===== config.mk =====
export PLATFORM = sky130hd
export DESIGN_NAME = sfp_ctrl_flat
export DESIGN_NICKNAME = d
export VERILOG_FILES = /design/src/rtl/sfp_ctrl_if.sv /design/src/rtl/sfp_ctrl.sv /design/src/flat_wrapper.sv
export SDC_FILE = /design/constraint.sdc
export NUM_CORES = 1
export LEC_CHECK = 0
export BUFFER_PORTS_ARGS = -buffer_cell sky130_fd_sc_hd__buf_4
export CORE_ASPECT_RATIO = 0.5
export CORE_MARGIN = 3
export CORE_UTILIZATION = 65
export CTS_CLUSTER_DIAMETER = 200
export DETAILED_ROUTE_END_ITERATION = 10
export HOLD_SLACK_MARGIN = 0.02
export PLACE_DENSITY = 0.91
export SKIP_CTS_REPAIR_TIMING = 1
export SYNTH_ARGS = -nofsm -noshare
export SYNTH_HDL_FRONTEND = slang
export SYNTH_SLANG_ARGS = --single-unit

===== constraint.sdc =====
create_clock -name clk -period 6.5 [get_ports clk]
set_clock_uncertainty 0.05 [all_clocks]
set_input_delay 0 -clock clk [delete_from_list [all_inputs] [get_ports clk]]
set_output_delay 0 -clock clk [all_outputs]
set_load 0.1 [all_outputs]

===== src/rtl/sfp_ctrl_if.sv =====
// Signal bundle between an SFP cage supervisor and its surroundings:
// cage pins (detect/los/fault/shutdown) plus enable request and status.
interface sfp_ctrl_if;
  logic       enable;
  logic       detect;
  logic       los;
  logic       fault;
  logic       shutdown;
  logic       present;
  logic       link_up;
  logic       fault_flag;
  logic [2:0] retry_cnt;
  logic [2:0] state;

  modport slave (
    input  enable, detect, los, fault,
    output shutdown, present, link_up, fault_flag, retry_cnt, state
  );

  modport master (
    output enable, detect, los, fault,
    input  shutdown, present, link_up, fault_flag, retry_cnt, state
  );
endinterface


===== src/rtl/sfp_ctrl.sv =====
// SFP cage supervisor: presence debounce, TX_DISABLE sequencing,
// TX_FAULT recovery with bounded retries, and LOS qualification of link_up.
module sfp_ctrl #(
  parameter int DEBOUNCE_CYC = 1_000_000,
  parameter int T_INIT_CYC   = 30_000_000,
  parameter int T_RESET_CYC  = 1_000,
  parameter int LOS_FILT_CYC = 1_000,
  parameter int MAX_RETRY    = 3
) (
  input logic      clk,
  input logic      rst,
  sfp_ctrl_if.slave bus
);

  // state   | meaning
  // ABSENT  | no module seated, transmitter off
  // IDLE    | module present, waiting for enable
  // INIT    | transmitter on, fault masked during t_init
  // ACTIVE  | running, fault honoured, los qualified
  // FLT_RST | disable pulse to clear a transmitter fault
  // LOCKOUT | retries exhausted, held off until enable drops
  typedef enum logic [2:0] {
    ABSENT  = 3'd0,
    IDLE    = 3'd1,
    INIT    = 3'd2,
    ACTIVE  = 3'd3,
    FLT_RST = 3'd4,
    LOCKOUT = 3'd5
  } state_t;

  localparam int M_A  = (DEBOUNCE_CYC > T_INIT_CYC)  ? DEBOUNCE_CYC : T_INIT_CYC;
  localparam int M_B  = (T_RESET_CYC  > LOS_FILT_CYC) ? T_RESET_CYC  : LOS_FILT_CYC;
  localparam int MAXP = (M_A > M_B) ? M_A : M_B;
  localparam int TW   = $clog2(MAXP) + 1;

  localparam logic [TW-1:0] ONE     = TW'(1);
  localparam logic [TW-1:0] DEB_TC  = TW'(DEBOUNCE_CYC - 1);
  localparam logic [TW-1:0] INIT_TC = TW'(T_INIT_CYC - 1);
  localparam logic [TW-1:0] RST_TC  = TW'(T_RESET_CYC - 1);
  localparam logic [TW-1:0] LOS_SAT = TW'(LOS_FILT_CYC);
  localparam logic [2:0]    RET_MAX = 3'(MAX_RETRY);

  logic det_s1_q, det_s_q, los_s1_q, los_s_q, flt_s1_q, flt_s_q;

  logic [TW-1:0] deb_cnt_q, deb_cnt_d;
  logic          present_q, present_d;
  state_t        state_q, state_d;
  logic [TW-1:0] timer_q, timer_d;
  logic [2:0]    retry_q, retry_d;
  logic          flag_q, flag_d;
  logic          shutdown_q, shutdown_d;
  logic [TW-1:0] los_cnt_q, los_cnt_d;

  always_ff @(posedge clk) begin
    if (rst) begin
      det_s1_q   <= 1'b1;
      det_s_q    <= 1'b1;
      los_s1_q   <= 1'b1;
      los_s_q    <= 1'b1;
      flt_s1_q   <= 1'b0;
      flt_s_q    <= 1'b0;
      deb_cnt_q  <= DEB_TC;
      present_q  <= 1'b0;
      state_q    <= ABSENT;
      timer_q    <= '0;
      retry_q    <= '0;
      flag_q     <= 1'b0;
      shutdown_q <= 1'b1;
      los_cnt_q  <= '0;
    end else begin
      det_s1_q   <= bus.detect;
      det_s_q    <= det_s1_q;
      los_s1_q   <= bus.los;
      los_s_q    <= los_s1_q;
      flt_s1_q   <= bus.fault;
      flt_s_q    <= flt_s1_q;
      deb_cnt_q  <= deb_cnt_d;
      present_q  <= present_d;
      state_q    <= state_d;
      timer_q    <= timer_d;
      retry_q    <= retry_d;
      flag_q     <= flag_d;
      shutdown_q <= shutdown_d;
      los_cnt_q  <= los_cnt_d;
    end
  end

  // A pending edge in the synchronizer reloads the window, so present only
  // follows once the synced pin has held still for the full debounce time.
  always_comb begin
    deb_cnt_d = deb_cnt_q;
    present_d = present_q;
    if (det_s1_q != det_s_q)
      deb_cnt_d = DEB_TC;
    else if (deb_cnt_q != '0)
      deb_cnt_d = deb_cnt_q - ONE;
    else
      present_d = ~det_s_q;
  end

  always_comb begin
    state_d = state_q;
    timer_d = timer_q;
    retry_d = retry_q;
    flag_d  = flag_q;
    if (!bus.enable)
      flag_d = 1'b0;
    if (!present_q) begin
      state_d = ABSENT;
      timer_d = '0;
      retry_d = '0;
    end else if (!bus.enable && state_q != ABSENT && state_q != IDLE) begin
      state_d = IDLE;
      timer_d = '0;
      retry_d = '0;
    end else begin
      case (state_q)
        ABSENT: state_d = IDLE;
        IDLE: begin
          if (bus.enable) begin
            state_d = INIT;
            timer_d = '0;
          end
        end
        INIT: begin
          if (timer_q == INIT_TC) begin
            state_d = ACTIVE;
            timer_d = '0;
          end else begin
            timer_d = timer_q + ONE;
          end
        end
        ACTIVE: begin
          // In ACTIVE the timer measures fault-free run time for retry forgiveness.
          if (flt_s_q) begin
            flag_d  = 1'b1;
            timer_d = '0;
            if (retry_q < RET_MAX) begin
              state_d = FLT_RST;
              retry_d = retry_q + 3'd1;
            end else begin
              state_d = LOCKOUT;
            end
          end else if (timer_q == INIT_TC) begin
            retry_d = '0;
          end else begin
            timer_d = timer_q + ONE;
          end
        end
        FLT_RST: begin
          if (timer_q == RST_TC) begin
            state_d = INIT;
            timer_d = '0;
          end else begin
            timer_d = timer_q + ONE;
          end
        end
        LOCKOUT: state_d = LOCKOUT;
        default: state_d = ABSENT;
      endcase
    end
  end

  // Driven from the next state so shutdown moves on the same edge as the state
  // register and can never dip low while entering or sitting in an off state.
  always_comb begin
    shutdown_d = !(state_d == INIT || state_d == ACTIVE);
    los_cnt_d  = '0;
    if (state_q == ACTIVE && !los_s_q)
      los_cnt_d = (los_cnt_q == LOS_SAT) ? los_cnt_q : los_cnt_q + ONE;
  end

  assign bus.shutdown   = shutdown_q;
  assign bus.present    = present_q;
  assign bus.link_up    = (los_cnt_q == LOS_SAT);
  assign bus.fault_flag = flag_q;
  assign bus.retry_cnt  = retry_q;
  assign bus.state      = state_q;

endmodule


===== src/flat_wrapper.sv =====
// flat-port wrapper written by rule: the top's interface ports become plain ports
module sfp_ctrl_flat 
#(
  parameter int DEBOUNCE_CYC = 1_000_000,
  parameter int T_INIT_CYC   = 30_000_000,
  parameter int T_RESET_CYC  = 1_000,
  parameter int LOS_FILT_CYC = 1_000,
  parameter int MAX_RETRY    = 3
)
  (clk, rst, bus_enable, bus_detect, bus_los, bus_fault, bus_shutdown, bus_present, bus_link_up, bus_fault_flag, bus_retry_cnt, bus_state);
  sfp_ctrl_if bus_i ();
  input logic clk;
  input logic rst;
  input wire logic [$bits(bus_i.enable)-1:0] bus_enable;
  input wire logic [$bits(bus_i.detect)-1:0] bus_detect;
  input wire logic [$bits(bus_i.los)-1:0] bus_los;
  input wire logic [$bits(bus_i.fault)-1:0] bus_fault;
  output wire logic [$bits(bus_i.shutdown)-1:0] bus_shutdown;
  output wire logic [$bits(bus_i.present)-1:0] bus_present;
  output wire logic [$bits(bus_i.link_up)-1:0] bus_link_up;
  output wire logic [$bits(bus_i.fault_flag)-1:0] bus_fault_flag;
  output wire logic [$bits(bus_i.retry_cnt)-1:0] bus_retry_cnt;
  output wire logic [$bits(bus_i.state)-1:0] bus_state;
  assign bus_i.enable = bus_enable;
  assign bus_i.detect = bus_detect;
  assign bus_i.los = bus_los;
  assign bus_i.fault = bus_fault;
  assign bus_shutdown = bus_i.shutdown;
  assign bus_present = bus_i.present;
  assign bus_link_up = bus_i.link_up;
  assign bus_fault_flag = bus_i.fault_flag;
  assign bus_retry_cnt = bus_i.retry_cnt;
  assign bus_state = bus_i.state;
  sfp_ctrl #(.DEBOUNCE_CYC(DEBOUNCE_CYC), .T_INIT_CYC(T_INIT_CYC), .T_RESET_CYC(T_RESET_CYC), .LOS_FILT_CYC(LOS_FILT_CYC), .MAX_RETRY(MAX_RETRY)) u_core (.clk(clk), .rst(rst), .bus(bus_i));
endmodule

==> results of run 1 <==
logic make-up (layout without fill, tap and decap cells):
kind of cell	Yosys count	after routing	synth area share
AOI/OAI and AO/OA	113	113	0.1505
xor gates and xnor gates	36	36	0.06724
adders and majority gates	5	5	0.01334
buffers and inverters	42	58	0.04376
DFF	93	93	0.3970
muxes	2	2	0.004269
and+or+nand+nor	267	267	0.3239
critical path, cell delays in order, from the launching register on:
cell and delay, ps:
dfxtp_1 350, or4_1 600, or3_4 390, nor4_4 500
buf_4 370, o21ai_0 120, a21oi_1 180
flip-flops by register name, indices dropped and copies added (netlist names), 3 cells and up:
register / cells
u_core.deb_cnt_q: 26
u_core.los_cnt_q: 26
u_core.timer_q: 26
u_core.bus.retry_cnt: 3
u_core.bus.state: 3
final timing paths:
check             slack (ps)             endpoint          startpoint  cells past startpoint
setup / recovery        3860    u_core.timer_q[1]  u_core.timer_q[17]                      6
hold / removal           390  u_core.bus.state[0]          bus_enable                      3
setup reg to reg        3860    u_core.timer_q[1]  u_core.timer_q[17]                      6
hold reg to reg          420       u_core.flt_s_q     u_core.flt_s1_q                      1
routing by layer:
layer	global-route usage	share of wire	vias up
li1	-	-	2093
met1	0.3120	0.43	1995
met2	0.4497	0.49	154
met3	0.06855	0.060	29
met4	0.1110	0.021	0
met5	0	0	-
power groups by stage:
stage / Clock [mW] / Combinational (mW) / Sequential [mW]
6_report: 0.468 / 0.0196 / 0.575
5_1_grt: 0.501 / 0.0215 / 0.575
4_1_cts: 0.476 / 0.0153 / 0.575
3_5_place_dp: 0 / 0.0149 / 0.588
3_3_place_gp: 0 / 0.0141 / 0.588
2_1_floorplan: 0 / 0.00969 / 0.587
final cells by class:
type	count	area (um2)	share of cell area
Timing Repair Buffer	25	207.7	0.04043
Inverter	17	63.81	0.01242
Multi-Input combinational cell	423	2628	0.5114
Clock buffer	12	236.5	0.04603
Tap cell	92	115.1	0.02241
Clock inverter	4	25.02	0.004871
Sequential cell	93	1862	0.3624
placed cells by master (no fill, tap or decap), types with 3 or more instances in the layout:
cell           instances
dfxtp_1               93
nor2_1                50
a21oi_1               41
nand3_1               37
nand2_1               29
nor4_1                24
o21ai_0               23
xnor2_1               23
or4_1                 22
o31ai_1               18
inv_1                 17
buf_4                 17
or3_1                 16
nor3_1                16
and3_1                15
nand4_1               14
xor2_1                13
clkbuf_16              9
nor2b_1                8
dlygate4sd3_1          8
or2_2                  6
ha_1                   5
o21a_1                 4
and4_1                 4
and2_1                 3
nor4b_1                3
a31oi_1                3
o211ai_1               3
o31a_1                 3
a2111oi_0              3
clkbuf_1               3
per-stage QoR:
step	total power, mW	instance area, um2
floorplan	0.5969	4690
global placement	0.6017	4796
detailed placement	0.6026	4796
CTS	1.066	5057
global route	1.098	5137
finish	1.063	5137
==> results_dict.tcl, run 1 <==
set metrics [dict create \
    yosysTopAreaCellShare 0.3970 \
    wire_per_inst_um 15.72 \
    root_buffer "clkbuf_16" \
    path_max_fanout 31 \
    insertion_delay_ps 340 \
    combPwrFrac 0.018 \
    setup.worst_path.end_class "flip-flop" \
    grt_max_degree 32 \
    path_clk_slew_ps 60 \
    syn_area_um2 4689 \
    die-height_um 66.06 \
    syn_area_per_cell_um2 8.404 \
    timing.final.crit_share 0.4055 \
    drive_gt1_frac 0.08362 \
    overflow 0 \
    pre_cts_ws_ps 3891 \
    synth_most_common_cell "dfxtp_1" \
    yosys.area.top_type "dfxtp_1" \
    yosysSeqAreaShare 0.3970 \
    drt-total-wl_um 10470 \
    final_util 0.7520 \
    start_util 0.6864 \
    synth-main-ff-cell "dfxtp_1" \
    path_class "reg -> reg" \
    crit_required_ps 6720 \
    finalNetCount 580 \
    start_kind "flip-flop" \
    grt_pass1_vias 4007 \
    ys_seq_elements 93 \
    rsz0062_at_grt "false" \
    worst_ir_drop_vdd_mv 0.1388 \
    p_sw_uw 222.6 \
    cts_tree "built" \
    die-area_um2 8331 \
    setup_violations 0 \
    core_um2 6832 \
    p_seq_frac 0.541 \
    async_reset_ff_frac 0 \
    slew_viol_final 0 \
    area_growth_pct 9.552 \
    gp_congestion 0.9458 \
    hold_class "in -> reg" \
    grt_pass1_wl_um 17880 \
    yosys-top-cells-count "dfxtp_1, nor2_1, a21oi_1" \
    drt_pass1_iterations 7 \
    drt_iter0_drc 372 \
    htreeDepth 3 \
    port_buffers 15 \
    outcome "complete, no violations" \
    totalNegativeSetupSlack_ps 0 \
    via_per_inst 6.413 \
    yosysUniqueCellTypes 59 \
    cts_made_buffers 9 \
    post-place-cells 642 \
    power_switching_share 0.2095 \
    period_minus_slack_ps 2636 \
    synth_edf_count 0 \
    synth_fp_nets 569 \
    yosysWarnings 0 \
    finalHoldViolCount 0 \
    groute.usage.overall 0.2604 \
    vias 4271 \
    netlist_instances 558 \
    synthTopCellsByArea "dfxtp_1, a21oi_1, xnor2_1" \
    io_pins 16 \
    tightest_slew_ps 963.1 \
    n_fill_cell 485 \
    whs_ps 392.5 \
    cts_buffer_depth 2 \
    clock_sinks 93 \
    antenna_found_initial 0 \
    dpl.hpwl_um 6871 \
    ant_nets 0 \
    n_antenna_cell 0 \
    p_per_area_nw_per_um2 206.9 \
    drc 0 \
    fmax_mhz 379.4 \
    leakagePower_nw 1.527 \
    crit_arrival_ps 2860 \
    fin_cells 666 \
    p_int_uw 840.1 \
    pwr-share-clk 0.440 \
    die_w_um 126.1 \
    fin_ws_ps 3864 \
    maxCapViolations 0 \
    rows 21 \
    max-slew-margin-rel 0.3520 \
]
(Power assumes the default switching activity.)
==> inputs of run 2 (changes only) <==
ABC_AREA = 1   (was unset)
CORE_UTILIZATION = 56   (was 65)
PLACE_DENSITY = 0.84   (was 0.91)
clock period = 2.2 ns   (was 6.5 ns; I/O delays follow)
==> results_dict.tcl, run 2 <==
set metrics [dict create \
    via_per_inst 5.425 \
    syn_area_per_cell_um2 6.447 \
    yosysUniqueCellTypes 40 \
    critical_path_buf_inv_count 1 \
    syn_area_um2 5157 \
    port_buffers 15 \
    netlist_instances 800 \
    pre_cts_ws_ps 162.5 \
    outcome "complete, no violations" \
    maxCapViolations 0 \
    yosys-top-cells-count "nand2_1, nor2_1, inv_1" \
    synthTopCellsByArea "dfxtp_1, nand2_1, nor2_1" \
    synth_edf_count 0 \
    crit_required_ps 2400 \
    htreeDepth 3 \
    yosysTopAreaCellShare 0.3610 \
    drc 0 \
    gp_congestion 0.9714 \
    area_growth_pct 13.46 \
    drt_pass1_iterations 5 \
    rows 24 \
    grt_pass1_vias 4605 \
    vias 5192 \
    yosysSeqAreaShare 0.3610 \
    path_max_fanout 10 \
    totalNegativeSetupSlack_ps 0 \
    hold_class "reg -> reg" \
    start_util 0.5842 \
    yosys.area.top_type "dfxtp_1" \
    fmax_mhz 496.5 \
    timing.final.crit_share 0.9154 \
    wire_per_inst_um 13.33 \
    overflow 0 \
    start_kind "flip-flop" \
    period_minus_slack_ps 2014 \
    grt_max_degree 19 \
    setup.worst_path.end_class "flip-flop" \
    final_cell_mix "nand2_1, nor2_1, inv_1, dfxtp_1, nand3_1" \
    reg.largest.list "u_core.deb_cnt_q: 26 flops, u_core.los_cnt_q: 26 flops, u_core.timer_q: 26 flops" \
    die-height_um 73.86 \
    n_antenna_cell 0 \
    synth_most_common_cell "nand2_1" \
    crit_arrival_ps 2210 \
    slew_viol_final 0 \
    mostFrequentLayoutCell "nand2_1" \
    die-area_um2 10470 \
    cts_tree "built" \
    root_buffer "clkbuf_16" \
    setup_violations 0 \
    groute.usage.overall 0.2455 \
    clock_sinks 93 \
    ys_seq_elements 93 \
    fin_ws_ps 186.1 \
    grt_pass1_wl_um 20870 \
    insertion_delay_ps 360 \
    die_w_um 141.7 \
    cts_buffer_depth 2 \
    place_area_um2 5444 \
    synth_fp_nets 811 \
    p_per_area_nw_per_um2 580.3 \
    ant_nets 0 \
    crit_chain "ha_1, nand2_1, nor2_2, nand3_1, nor2_1, nand3_2, buf_4, nand3_1, xor2_1, nor2_2" \
    drive_gt1_frac 0.1143 \
    leakagePower_nw 2.178 \
    post-route-cell-area_um2 5852 \
    async_reset_ff_frac 0 \
    path_class "reg -> reg" \
    finalNetCount 846 \
    drt_iter0_drc 478 \
    max-slew-margin-rel 0.6361 \
    path_clk_slew_ps 70 \
    drt-total-wl_um 12750 \
    cpPeakStageDelay_ps 370 \
    critPathTopFamily "simple AND/OR/NAND/NOR gates" \
    finalHoldViolCount 0 \
    yosysWarnings 0 \
    tightest_slew_ps 541.7 \
    synth-main-ff-cell "dfxtp_1" \
    cts_made_buffers 9 \
    worst_ir_drop_vdd_mv 0.3747 \
    core_um2 8828 \
    rsz0062_at_grt "false" \
    dpl.hpwl_um 9262 \
    antenna_found_initial 0 \
    crit_slowest_cell "dfxtp_1" \
    io_pins 16 \
]
==> run 2: cell types whose count changed after synthesis, sizes merged, moves of 11 or more <==
| cell | before | now |
|---|---|---|
| inv | 17 | 105 |
| or3 | 17 | 0 |
| o31ai | 19 | 4 |
| nand3 | 37 | 66 |
| nor4 | 25 | 3 |
| and3 | 15 | 1 |
| clkbuf | 17 | 5 |
| or4 | 23 | 0 |
| nor2 | 51 | 162 |
| o21ai | 25 | 36 |
| xnor2 | 23 | 8 |
| nand2 | 29 | 187 |
==> run 2: path summary, 6_finish.rpt <==
kind / startpoint / cells past startpoint / slack (ps) / end
worst min-delay path: u_core.flt_s1_q / 2 / 360 / u_core.flt_s_q
worst max-delay path: u_core.timer_q[0] / 10 / 190 / u_core.timer_q[17]
worst max register to register: u_core.timer_q[0] / 10 / 190 / u_core.timer_q[17]
worst min register to register: u_core.flt_s1_q / 2 / 360 / u_core.flt_s_q
==> run 2: area by class of cell <==
type,instances,area (um2)
Fill cell,798,2977
Clock buffer,9,225.2
Inverter,105,396.6
Tap cell,117,146.4
Multi-Input combinational cell,593,2858
Clock inverter,7,92.59
Timing Repair Buffer,33,267.8
Sequential cell,93,1866
==> run 2: power breakdown <==
group          leakage [nW]  internal, mW  total (mW)  switching [mW]
combinational          1.27        0.0244      0.0541          0.0298
sequential            0.753          1.69        1.70         0.00528
clock                 0.155         0.909        1.65           0.737
total                  2.18          2.62        3.40           0.772
==> run 2: cell families (layout without fill, tap and decap cells) <==
group / after synthesis / in the layout / share of synthesized area
XOR/XNOR: 18 / 18 / 0.03057
buffers and inverters: 114 / 154 / 0.08734
flip-flops: 93 / 93 / 0.3610
adder cells (fa/ha/maj): 5 / 5 / 0.01213
AO/OA/AOI/OAI: 91 / 91 / 0.09583
AND/OR/NAND/NOR: 479 / 479 / 0.4131
==> run 2: metrics by stage <==
step           hold slack, ps    util  power, mW  cells
2_1_floorplan           19.07       -      1.757    800
3_3_place_gp            143.7  0.6166      1.775    933
3_5_place_dp            152.7  0.6166      1.777    933
4_1_cts                -217.0  0.6526      3.402    949
5_1_grt                 382.0  0.6628      3.496    957
6_report                356.3  0.6628      3.396    957
==> run 2: tightest hold or removal path: stages, from the launching register on <==
cell and delay (ps):
dfxtp_1 300, inv_1 40, nor2_1 30
==> run 2: metal layers <==
metal  GRT usage  routed length [um]
met1      0.3319                5932
met2      0.3888                5750
met3     0.05462                 850
met4     0.08936                 221
met5           0                   0
